File: config.mk
export PLATFORM = sky130hd
export DESIGN_NAME = ajuste_color_ctrl
export DESIGN_NICKNAME = d
export VERILOG_FILES = /design/src/rtl/ajuste_color_ctrl.sv
export SDC_FILE = /design/constraint.sdc
export NUM_CORES = 1
export LEC_CHECK = 0
export BUFFER_PORTS_ARGS = -buffer_cell sky130_fd_sc_hd__buf_2
export CAP_MARGIN = 20
export CORE_MARGIN = 5
export CORE_UTILIZATION = 50
export CTS_BUF_LIST = sky130_fd_sc_hd__clkbuf_8
export CTS_CLUSTER_SIZE = 28
export DETAILED_ROUTE_END_ITERATION = 10
export GPL_TIMING_DRIVEN = 0
export HOLD_SLACK_MARGIN = 0.03
export PLACE_DENSITY_LB_ADDON = 0.3
export SYNTH_ARGS = -nofsm -noshare
export SYNTH_HDL_FRONTEND = slang
export SYNTH_SLANG_ARGS = --single-unit
File: constraint.sdc
create_clock -name Clock -period 2.75 [get_ports Clock]
set_clock_uncertainty 0.15 [all_clocks]
set_input_delay 0.55 -clock Clock [delete_from_list [all_inputs] [get_ports Clock]]
set_output_delay 0.55 -clock Clock [all_outputs]
set_load 0.03 [all_outputs]
File: src/rtl/ajuste_color_ctrl.sv
// ajuste_color_ctrl
// Front-panel controller for the VGA colour datapath. The Up/Down/TC/Lp
// buttons are synchronised, debounced and decoded into commands that either
// rotate the selected channel or step the selected channel's level in a
// shadow copy of the 3-3-2 colour. The shadow is copied into the visible
// registers by a small commit FSM.
//
// Configuration macro: FRAME_SYNC_COMMIT_EN
//   defined   : commits wait for a falling edge of Vsinc (tear-free update)
//   undefined : Vsinc is ignored; visible follows shadow one clock later
//
// Ports
//   Clock    in   system clock
//   reset    in   asynchronous, active-low reset
//   Up       in   raw button, step +
//   Down     in   raw button, step -
//   TC       in   raw button, held = channel-select mode (wins over Lp)
//   Lp       in   raw button, held = level mode
//   Vsinc    in   vertical sync, active-low, synchronous to Clock
//   Rojo     out  visible red level   (0..7)
//   Verde    out  visible green level (0..7)
//   Azul     out  visible blue level  (0..3)
//   sel      out  selected channel 0=R 1=G 2=B
//   pending  out  shadow awaiting commit
module ajuste_color_ctrl #(
    parameter int         DEBOUNCE_CYCLES = 4,
    parameter logic [7:0] RESET_RGB       = 8'hFF
) (
    input  logic       Clock,
    input  logic       reset,
    input  logic       Up,
    input  logic       Down,
    input  logic       TC,
    input  logic       Lp,
    input  logic       Vsinc,
    output logic [2:0] Rojo,
    output logic [2:0] Verde,
    output logic [1:0] Azul,
    output logic [1:0] sel,
    output logic       pending
);

    localparam int CW = $clog2(DEBOUNCE_CYCLES + 1);

    typedef enum logic [1:0] {
        IDLE       = 2'd0,
        WAIT_FRAME = 2'd1,
        COMMIT     = 2'd2
    } state_t;

    // Button vector order: {Lp, TC, Down, Up}
    logic [3:0]    rawBtn;
    logic [3:0]    sync1_q, sync2_q, db_q;
    logic [1:0]    edgePrev_q;
    logic [CW-1:0] cnt_q [4];

    logic upPulse, downPulse, tcLvl, lpLvl;

    logic [1:0] sel_q, sel_d;
    logic [2:0] rojo_q, rojo_d, verde_q, verde_d;
    logic [1:0] azul_q, azul_d;
    logic [2:0] visRojo_q, visVerde_q;
    logic [1:0] visAzul_q;

    state_t state_q, state_d;
    logic   pending_q;
    logic   shadowChange;
    logic   frameEdge;

    assign rawBtn = {Lp, TC, Down, Up};

    // Two-flop synchronisers for the asynchronous buttons
    always_ff @(posedge Clock or negedge reset) begin
        if (!reset) begin
            sync1_q <= '0;
            sync2_q <= '0;
        end else begin
            sync1_q <= rawBtn;
            sync2_q <= sync1_q;
        end
    end

    // The debounced level only flips after the synced level has disagreed
    // with it for DEBOUNCE_CYCLES consecutive clocks; any agreement restarts
    // the count.
    always_ff @(posedge Clock or negedge reset) begin
        if (!reset) begin
            db_q       <= '0;
            edgePrev_q <= '0;
            for (int i = 0; i < 4; i++) cnt_q[i] <= '0;
        end else begin
            edgePrev_q <= db_q[1:0];
            for (int i = 0; i < 4; i++) begin
                if (sync2_q[i] != db_q[i]) begin
                    if (cnt_q[i] == CW'(DEBOUNCE_CYCLES - 1)) begin
                        db_q[i]  <= sync2_q[i];
                        cnt_q[i] <= '0;
                    end else begin
                        cnt_q[i] <= cnt_q[i] + 1'b1;
                    end
                end else begin
                    cnt_q[i] <= '0;
                end
            end
        end
    end

    assign upPulse   = db_q[0] & ~edgePrev_q[0];
    assign downPulse = db_q[1] & ~edgePrev_q[1];
    assign tcLvl     = db_q[2];
    assign lpLvl     = db_q[3];

    // Command decode: channel rotation wraps modulo 3, level steps saturate.
    // Simultaneous Up and Down pulses cancel out.
    always_comb begin
        sel_d   = sel_q;
        rojo_d  = rojo_q;
        verde_d = verde_q;
        azul_d  = azul_q;
        if (upPulse ^ downPulse) begin
            if (tcLvl) begin
                if (upPulse) sel_d = (sel_q == 2'd2) ? 2'd0 : sel_q + 2'd1;
                else         sel_d = (sel_q == 2'd0) ? 2'd2 : sel_q - 2'd1;
            end else if (lpLvl) begin
                case (sel_q)
                    2'd0: begin
                        if (upPulse && rojo_q != 3'd7)        rojo_d = rojo_q + 3'd1;
                        else if (downPulse && rojo_q != 3'd0) rojo_d = rojo_q - 3'd1;
                    end
                    2'd1: begin
                        if (upPulse && verde_q != 3'd7)        verde_d = verde_q + 3'd1;
                        else if (downPulse && verde_q != 3'd0) verde_d = verde_q - 3'd1;
                    end
                    2'd2: begin
                        if (upPulse && azul_q != 2'd3)        azul_d = azul_q + 2'd1;
                        else if (downPulse && azul_q != 2'd0) azul_d = azul_q - 2'd1;
                    end
                    default: ;
                endcase
            end
        end
    end

    assign shadowChange = {rojo_d, verde_d, azul_d} != {rojo_q, verde_q, azul_q};

`ifdef FRAME_SYNC_COMMIT_EN
    localparam state_t PENDING_ENTRY = WAIT_FRAME;
    logic vsPrev_q;

    // Vsinc is already synchronous; one register is enough to spot its fall
    always_ff @(posedge Clock or negedge reset) begin
        if (!reset) vsPrev_q <= 1'b0;
        else        vsPrev_q <= Vsinc;
    end

    assign frameEdge = vsPrev_q & ~Vsinc;
`else
    // Without frame alignment a change heads straight for the commit cycle
    localparam state_t PENDING_ENTRY = COMMIT;
    logic unusedVsinc;

    assign unusedVsinc = Vsinc;
    assign frameEdge   = 1'b1;
`endif

    // Commit FSM next state. A change landing in the COMMIT cycle is newer
    // than what is being copied, so it must go round again.
    always_comb begin
        state_d = state_q;
        case (state_q)
            IDLE:       if (shadowChange) state_d = PENDING_ENTRY;
            WAIT_FRAME: if (frameEdge)    state_d = COMMIT;
            COMMIT:     state_d = shadowChange ? PENDING_ENTRY : IDLE;
            default:    state_d = IDLE;
        endcase
    end

    // Shadow, visible and FSM registers
    always_ff @(posedge Clock or negedge reset) begin
        if (!reset) begin
            sel_q      <= 2'd0;
            rojo_q     <= RESET_RGB[7:5];
            verde_q    <= RESET_RGB[4:2];
            azul_q     <= RESET_RGB[1:0];
            visRojo_q  <= RESET_RGB[7:5];
            visVerde_q <= RESET_RGB[4:2];
            visAzul_q  <= RESET_RGB[1:0];
            state_q    <= IDLE;
            pending_q  <= 1'b0;
        end else begin
            sel_q     <= sel_d;
            rojo_q    <= rojo_d;
            verde_q   <= verde_d;
            azul_q    <= azul_d;
            state_q   <= state_d;
            pending_q <= (state_d != IDLE);
            if (state_q == COMMIT) begin
                visRojo_q  <= rojo_q;
                visVerde_q <= verde_q;
                visAzul_q  <= azul_q;
            end
        end
    end

    assign Rojo    = visRojo_q;
    assign Verde   = visVerde_q;
    assign Azul    = visAzul_q;
    assign sel     = sel_q;
    assign pending = pending_q;

endmodule
==> results of run 1 <==
==> kinds of logic (layout without fill, tap and decap cells) <==
group                      after synthesis  count (layout)
AOI/OAI and AO/OA                       35              35
xor gates and xnor gates                10              10
adders and majority gates               20              20
buffers and inverters                   11              35
DFF                                     46              46
muxes                                    7               7
other                                    1               1
and+or+nand+nor                         49              49
==> layer usage <==
| metal | vias to the layer above | part of all wire (%) | routed length (µm) |
|---|---|---|---|
| li1 | 678 | - | - |
| met4 | 0 | 1.2 | 43 |
| met1 | 669 | 41 | 1457 |
| met2 | 36 | 51 | 1797 |
| met5 | - | 0 | 0 |
| met3 | 5 | 6.3 | 220 |
==> where the power goes <==
part           total [mW]  leakage, nW  internal (mW)  switching [mW]
Sequential           1.02        0.536          0.894           0.128
Clock               0.376       0.0438          0.170           0.205
Combinational       0.944        0.493          0.381           0.563
==> worst reg2reg max path, delay by kind of cell (launching register included) <==
kind / cells / cell delay, ps
flip-flops: 1 / 390
AND/OR/NAND/NOR: 1 / 430
adder cells (fa/ha/maj): 2 / 390
AO/OA/AOI/OAI: 2 / 570
==> how the worst min path moves through the flow <==
stage,from,endpoint,depth (start not counted),slack (ps)
CTS,Up,sync1_q[0],1,200
detailed placement,sync1_q[3],sync2_q[3],0,180
global route,reset,azul_q[1],1,80
finish,reset,azul_q[1],1,80
global placement,sync1_q[3],sync2_q[3],0,180
floorplan,reset,cnt_q[0],0,100
==> metrics by stage <==
step                instance area [µm²]  setup WS [ps]  hold WS [ps]
CTS                                2389          737.0         200.8
detailed placement                 2310          750.2         184.7
global placement                   2310          790.4         182.2
global route                       2409          659.5         77.60
finish                             2409          742.4         79.23
floorplan                          2165          889.6         104.4
==> flip-flops by register name, summed over array words and instances (netlist names) <==
name and flops:
db_q 4, Azul 2, Verde 3, Rojo 3, rojo_q 3, state_q 1
sel 2, cnt_q 12, sync1_q 4, verde_q 3, pending 1, edgePrev_q 2
sync2_q 4, azul_q 2
==> Yosys cell counts, drive strengths merged (2+ instances only) <==
library cell,number,share of area [%]
dfrtp,30,35
ha,20,12
dfstp,16,19
nand2,12,2.1
o21ai,11,2.5
xnor2,9,4.3
inv,8,1.4
nor3b,8,2.8
a21oi,7,1.6
nor2b,7,2.0
mux2,6,3.1
nand2b,4,1.2
nor3,4,0.92
nor2,3,0.52
o22ai,3,0.87
o31ai,3,1.0
a31oi,2,0.58
and2b,2,0.75
clkbuf,2,0.35
nand3,2,0.46
nand3b,2,0.69
or4,2,0.69
==> area by class of cell <==
cell class	instances	area, µm²
well taps	52	65.06
multi-input cells	122	944.7
inverters	8	30.03
repair buffers	17	100.1
clock inverters	2	10.01
flip-flops and latches	46	1171
plain buffers	3	18.77
clock buffers	5	68.82
fillers	355	1856
==> results.md, run 1 <==
- The flow ran to the end, and the final reports show no timing, DRC or antenna violations.
- The post-synthesis to final-layout area growth is 11.27%.
- Measured in cells, the most critical reg-to-reg path has a length of 5.
- STA classifies the critical path endpoint as a flip-flop.
- The mux share of post-synthesis cell area is 3.584%.
- The leftover overflow at the end of global routing is 0.
- The final count of hold timing violations is 0.
- The synthesized netlist occupies a cell area of 0.002165 mm².
- The congestion estimate from routability-driven global placement came to 0.8533.
- In the global route stage, overall resource usage came out at 14.41%.
- The first-iteration detailed-routing DRC count is 46.
- The number of placed instances, taps included, is 247.
- The detailed placer's ending HPWL is 2673 µm.
- The finished layout holds 255 standard cells, fillers aside.
- The post-cts sizing count is 0.
- Clock latency on the worst-skew pair, taken at its later pin, is 290 ps.
- The standard-cell row count is 24.
- The most critical setup path has its startpoint at verde_q[0].
- The layer with the highest usage is met2.
- The routed wire length per instance is 13.80 µm.
- The number of flip-flops and latches in the synthesized netlist is 46.
- Following the worst setup path forward leads to its endpoint at pending.
- Setup repair after global routing left no endpoint under its margin.
- Across the VDD grid, the largest voltage drop is 0.4843 mV.
- In the final layout, the share of cells above drive strength 1 is 25.12%.
- The first global-routing pass estimated 6196 µm of wire.
- The synthesized netlist devotes 13.29% of its cell area to simple gates.
- The number of buffers on the longest clock path is 2.
- The worst reg2reg path startpoint is verde_q[0].
- During I/O placement, the number of pins put on the boundary was 18.
- TritonCTS built the clock tree.
- The detailed-route via count is 1388.
- Once the clock tree was built, the setup fixing pass inserted 0 buffers.
- The DRC violation count after routing is 0.
- The floorplan step set the die height to 75.80 µm.
- Dividing the synthesized area by the synthesized cell count gives 12.09 µm².
- The commonest non-fill, non-tap cell in the layout is sky130_fd_sc_hd__dfrtp_1.
- Synthesis produced 179 cells.
- The net count reported at finish is 230.
- The main combinational cell family by area after synthesis is simple AND/OR/NAND/NOR gates.
- The remaining number of nets flagged by the antenna check after routing is 0.
- The routed design has 3518 µm of wire.
- Max-cap violations in this run came to 0.
- The critical-path maximum fanout is 5.
- For flop-to-flop paths, the worst setup slack is 740 ps.
- After clock tree synthesis, the clock-pin slew on the worst setup and hold paths is 80 ps.
- In this design, the critical path's most frequently occurring cell is sky130_fd_sc_hd__ha_1.
- The number of search-and-repair iterations in the first detailed-routing pass is 4.
- Clock tree synthesis selected as its root buffer the cell sky130_fd_sc_hd__clkbuf_8.
- The number of antenna violations at the first check in global routing is 0.
- The met2 usage in global routing is 25.19%.
- The shortest clock period the worst path allows after layout is 2008 ps.
- The placeable core region is 0.004264 mm².
- The number of clock buffers inserted by TritonCTS is 5.
- The Yosys step of the flow raised 0 warnings.
- The total count of max-transition violations in the final report is 0.
- Data on the critical path is required at its endpoint by 2810 ps.
- The post-synthesis net count is 206.
- The worst path uses 73.00% of the clock period.
- The total inserted antenna cells is 0.
- The critical path contains buffers and inverters numbering 0 combined.
- Among cell families on the critical path, the largest total delay comes from compound AO/OA/AOI/OAI gates.
- Counting flops with an async set or reset pin after synthesis yields a share of 100.0%.
- In this run the worst hold path is classified as in2async.
- Once layout is complete, the utilization of the core stands at 56.48%.
- Data on the critical path arrives at its endpoint at 2070 ps.
- Total power for the finished layout comes to 2.341 mW.
- For this run, the register share of the synthesized area comes to 54.10%.
- The parity-gate share of the synthesized area counting xor and xnor cells is 4.740%.
- The clock tree synthesis step divided the H-tree into 2 levels.
- The number of hold buffers added after CTS was 0.
- The critical path goes through ha_1 > ha_1 > or3b_4 > a211o_1 > a32oi_1.
- The via count of the first global-routing pass is 1435.
- The cell with the largest stage delay on the worst path is sky130_fd_sc_hd__or3b_4.
- In the final timing run, aggregate negative setup slack is 0 ps.
- The number of synthesized flops with an enable pin is 0.
- The end of the worst register-to-register path is pending.
- The largest stage delay on the critical path is 430 ps.
- In the global route stage, met1 resource usage came out at 16.31%.
- The type of the worst setup path is reg2reg.
- STA classifies the critical path startpoint as a flip-flop.
- The power per cell area is 972.0 mW/mm².
- The count of buffers inserted at the top-level ports is 16.
- The die extent in x is 75.80 µm.
- The number of stages on the worst setup path is 5.
- Among all flip-flop cells after synthesis, the most frequent one is sky130_fd_sc_hd__dfrtp_1.
- The synthesized-area fraction occupied by ao, oa, aoi and oai cells is 10.29%.
- The count of endpoints failing setup in the final report is 0.
- Once the floorplan was initialized, standard cells occupied 50.76% of the core.
- The leakage power is 1.073 nW.
- In the layout the commonest cells are sky130_fd_sc_hd__dfrtp_1 (30), sky130_fd_sc_hd__ha_1 (20), sky130_fd_sc_hd__dfstp_2 (16), sky130_fd_sc_hd__buf_2 (16), sky130_fd_sc_hd__nand2_1 (12).
- The global-route track usage on met3 is 5.145%.
- Using the TritonRoute via totals, the vias-per-cell ratio works out to 5.443.
- The timing-limited maximum frequency is 498.1 MHz.
- Yosys mapped the design onto 40 distinct sky130hd cell types.
- Counting every sink on the clock net gives 46.
- Of the total synthesized cell area, the portion taken by full adders, half adders and majority gates is 11.56%.
- The overall die area is 0.005745 mm².
- Entering global routing, the biggest net connects 47 pins.
No activity file was read; power rests on OpenSTA's default activity.
==> run 2, diff against run 1 <==
- ABC_AREA: default -> 1
- clock period: 2.75 -> 1.85 ns (I/O delays scaled with it)
==> results.md, run 2 <==
- The run finished with clean final reports.
- Among all flip-flop cells after synthesis, the most frequent one is sky130_fd_sc_hd__dfrtp_1.
- The net count reported at finish is 281.
- By startpoint and endpoint, the worst setup path is classified as reg2reg.
- The total number of yosys warnings is 0.
- The global-route usage over all layers is 12.53%.
- The design area is 0.002529 mm².
- The slew of the pin with the lowest slew margin is 529.2 ps.
- Adding up every negative setup slack in the final design gives 0 ps.
- The top register by number of flip-flops is cnt_q.
- The total inserted antenna cells is 0.
- The clock passes through at most 2 buffers.
- For this block, the via count after detailed routing is 1445.
- Synthesis instantiated 28 different standard cells from the library.
- The setup check on the worst reg-to-reg path leaves a slack of 190 ps.
- In the final routed layout, each cell accounts on average for 10.47 µm.
- For the worst setup path, the data required time is 1890 ps.
- By area the synthesized netlist is led by sky130_fd_sc_hd__dfrtp_1 (34%), sky130_fd_sc_hd__dfstp_2 (19%), sky130_fd_sc_hd__ha_1 (11%).
- After synthesis the netlist holds a flip-flop and latch count of 46.
- The I/O pin total is 18.
- Counting every net in the synthesized netlist gives 252.
- The cell count after synthesis came out at 225.
- The overall die area is 0.005883 mm².
- Measured along the x axis, the die boundary spans 76.70 µm.
- The level count of the clock H-tree is 2.
- The netlist area before placement is 0.002225 mm².
- The number of antenna violations at the first check in global routing was 0.
- After global routing the overflow that remains totals 0.
- The endpoint identified for the worst register-to-register timing path is pending.
- The initial utilization of the core area, before any placement, comes to 51.45%.
- TritonCTS built the clock tree.
- Leaving out fill and tap cells, the most frequent cells in the layout are sky130_fd_sc_hd__nand2_1 (52), sky130_fd_sc_hd__dfrtp_1 (30), sky130_fd_sc_hd__inv_1 (25).
- The remaining number of nets flagged by the antenna check after routing is 0.
- Clock-pin slew was measured on the worst setup and hold paths at 80 ps.
- The flip-flop count of the largest register, all copies and words added is 12.
- The register area is 0.001171 mm².
- The standard-cell row count is 24.
- OpenSTA, run right after detailed placement, puts the worst setup slack at 194.2 ps.
- Summing all placed instances gives a cell area of 0.002370 mm².
- The launching instance or port of the critical path is verde_q[1].
- Entering global routing, the biggest net connects 47 pins.
- Counting instances in the post-synthesis netlist gives the leading cell types as sky130_fd_sc_hd__nand2_1 (52), sky130_fd_sc_hd__dfrtp_1 (30), sky130_fd_sc_hd__inv_1 (24), sky130_fd_sc_hd__nor2_1 (22), sky130_fd_sc_hd__ha_1 (20).
- The worst setup path is captured at a flip-flop.
- For this run, the share of the core covered by cells in the final layout is 58.48%.
- After layout, the worst setup slack is 191.9 ps.
- The final count of hold timing violations was 0.
- The placeable core region is 0.004324 mm².
- Setup violations remaining at the end of the flow were counted as 0.
- The detailed placer's ending HPWL is 2364 µm.
- The classification of the worst-slack hold path is reg2reg.
- The pre-antenna-repair detailed-routing pass consisted of 3 iterations.
- Setup repair after global routing left no endpoint under its margin.
- In this run, synthesis inferred 0 flip-flops with an integrated enable.
- Relative to the synthesized area, the layout overhead comes to 13.67%.
- The number of sinks handled by clock tree synthesis is 46.
- The final period utilization is 89.62%.
- The commonest non-fill, non-tap cell in the layout is sky130_fd_sc_hd__nand2_1.
- At the end of routability-driven placement, the weighted congestion stood at 0.7508.
- Hold repair after CTS inserted 4 buffers.
- TritonCTS created 5 clock buffers.
- sky130_fd_sc_hd__dfrtp_1 takes more of the synthesized area than any other cell.
- The data arrival time at the worst-slack endpoint is 1690 ps.
- The post-cts sizing count is 0.
- The total count of max-transition violations in the final report is 0.
- The worst pin sits at a relative slew slack of 64.72%.
- CTS placed an instance of sky130_fd_sc_hd__clkbuf_8 at the clock tree root.
- The critical-path maximum fanout is 5.
- sky130_fd_sc_hd__nand2_1 is the most common cell in the netlist.
- The timing-limited maximum frequency is 603.1 MHz.
- The smallest clock period supported by the final layout is computed as 1658 ps.
- At the later pin of the worst-skew pair, clock insertion delay measures 290 ps.
- The first-iteration detailed-routing DRC count is 48.
- The worst IR drop on VDD is 0.6484 mV.
- A synthesized cell averages 9.887 µm².
- In the final layout, the multi-input gates occupy 944.7 µm².
- The logic depth of the worst register-to-register path is 8.
- Max-cap violations in this run came to 0.
- For this run, the register share of the synthesized area comes to 52.64%.
- The startpoint identified for the worst register-to-register timing path is verde_q[1].
- Once the clock tree was built, the setup fixing pass inserted 0 buffers.
- The timing endpoint of the critical path is pending.
- The count of buffers inserted at the top-level ports is 16.
- STA classifies the critical path startpoint as a flip-flop.
- In this run the biggest area consumer among cell types represents 33.75% of the synthesized area.
- The via count of the first global-routing pass was 1391.
- The leakage power is 1.251 nW.
- The chip height is 76.70 µm.
- The first global-routing pass estimated 5927 µm of wire.
- Counting flops with an async set or reset pin after synthesis yields a share of 100.0%.
- Fill cells in the final layout number 396.
- The total length of routed wires is 3214 µm.
- In the routed design, unresolved DRC markers number 0.
- The average via count per standard cell is 4.707.
- Power spread over the standard cell area amounts to 1458 mW/mm².
- The fraction of final layout cells with drive strength greater than 1 is 22.35%.
-- run 2: cell families (layout without fill, tap and decap cells) --
logic type / count (synthesis) / in the layout / share of synthesized area (%)
and+or+nand+nor: 100 / 100 / 22.61
DFF: 46 / 46 / 52.64
buffers and inverters: 29 / 59 / 4.893
adders and majority gates: 20 / 20 / 11.25
AOI/OAI and AO/OA: 20 / 20 / 4.781
xor gates and xnor gates: 8 / 8 / 3.149
other: 1 / 1 / 0.1686
muxes: 1 / 1 / 0.5062
-- run 2: power by group --
part / total, mW / internal [mW] / switching, mW
registers: 1.60 / 1.38 / 0.221
logic: 1.53 / 0.556 / 0.971
clock network: 0.564 / 0.254 / 0.309
-- run 2: layout make-up --
| class | instances | area share [%] |
|---|---|---|
| plain buffers | 1 | 0.1484 |
| multi-input cells | 150 | 37.36 |
| inverters | 28 | 4.156 |
| clock inverters | 3 | 0.4948 |
| flip-flops and latches | 46 | 46.31 |
| clock buffers | 5 | 2.721 |
| repair buffers | 22 | 6.235 |
| well taps | 52 | 2.573 |
-- run 2: worst min-delay path by stage --
stage | startpoint | to | cells past startpoint
after global routing | sync1_q[0] | sync2_q[0] | 0
final | sync1_q[0] | sync2_q[0] | 0
after floorplan | reset | cnt_q[0] | 0
after CTS | reset | cnt_q[2] | 1
after global placement | sync1_q[1] | sync2_q[1] | 0
after detailed placement | sync1_q[2] | sync2_q[2] | 0
-- run 2: routing by layer --
layer,share of wire (%),vias to the layer above,global-route usage (%)
li1,-,760,-
met1,47,660,15.04
met2,47,20,20.46
met3,4.2,5,3.864
met4,1.5,0,5.769
met5,0,-,0
-- run 2: stage by stage --
step	total power, mW	instances	hold slack (ps)
after global routing	4.052	307	217.0
after detailed placement	3.157	293	186.2
after floorplan	2.820	225	-75.59
after CTS	3.750	305	110.7
after global placement	3.110	293	181.5
final	3.686	307	201.4
-- run 2: worst max-delay path: stages (launching register included) --
cell	delay [ps]
sky130_fd_sc_hd__dfstp_2	560
sky130_fd_sc_hd__ha_1	140
sky130_fd_sc_hd__ha_1	140
sky130_fd_sc_hd__nand3b_1	180
sky130_fd_sc_hd__nand2_1	90
sky130_fd_sc_hd__nand3_2	90
sky130_fd_sc_hd__nand2_1	60
sky130_fd_sc_hd__nor2_1	100
sky130_fd_sc_hd__nor2_1	50
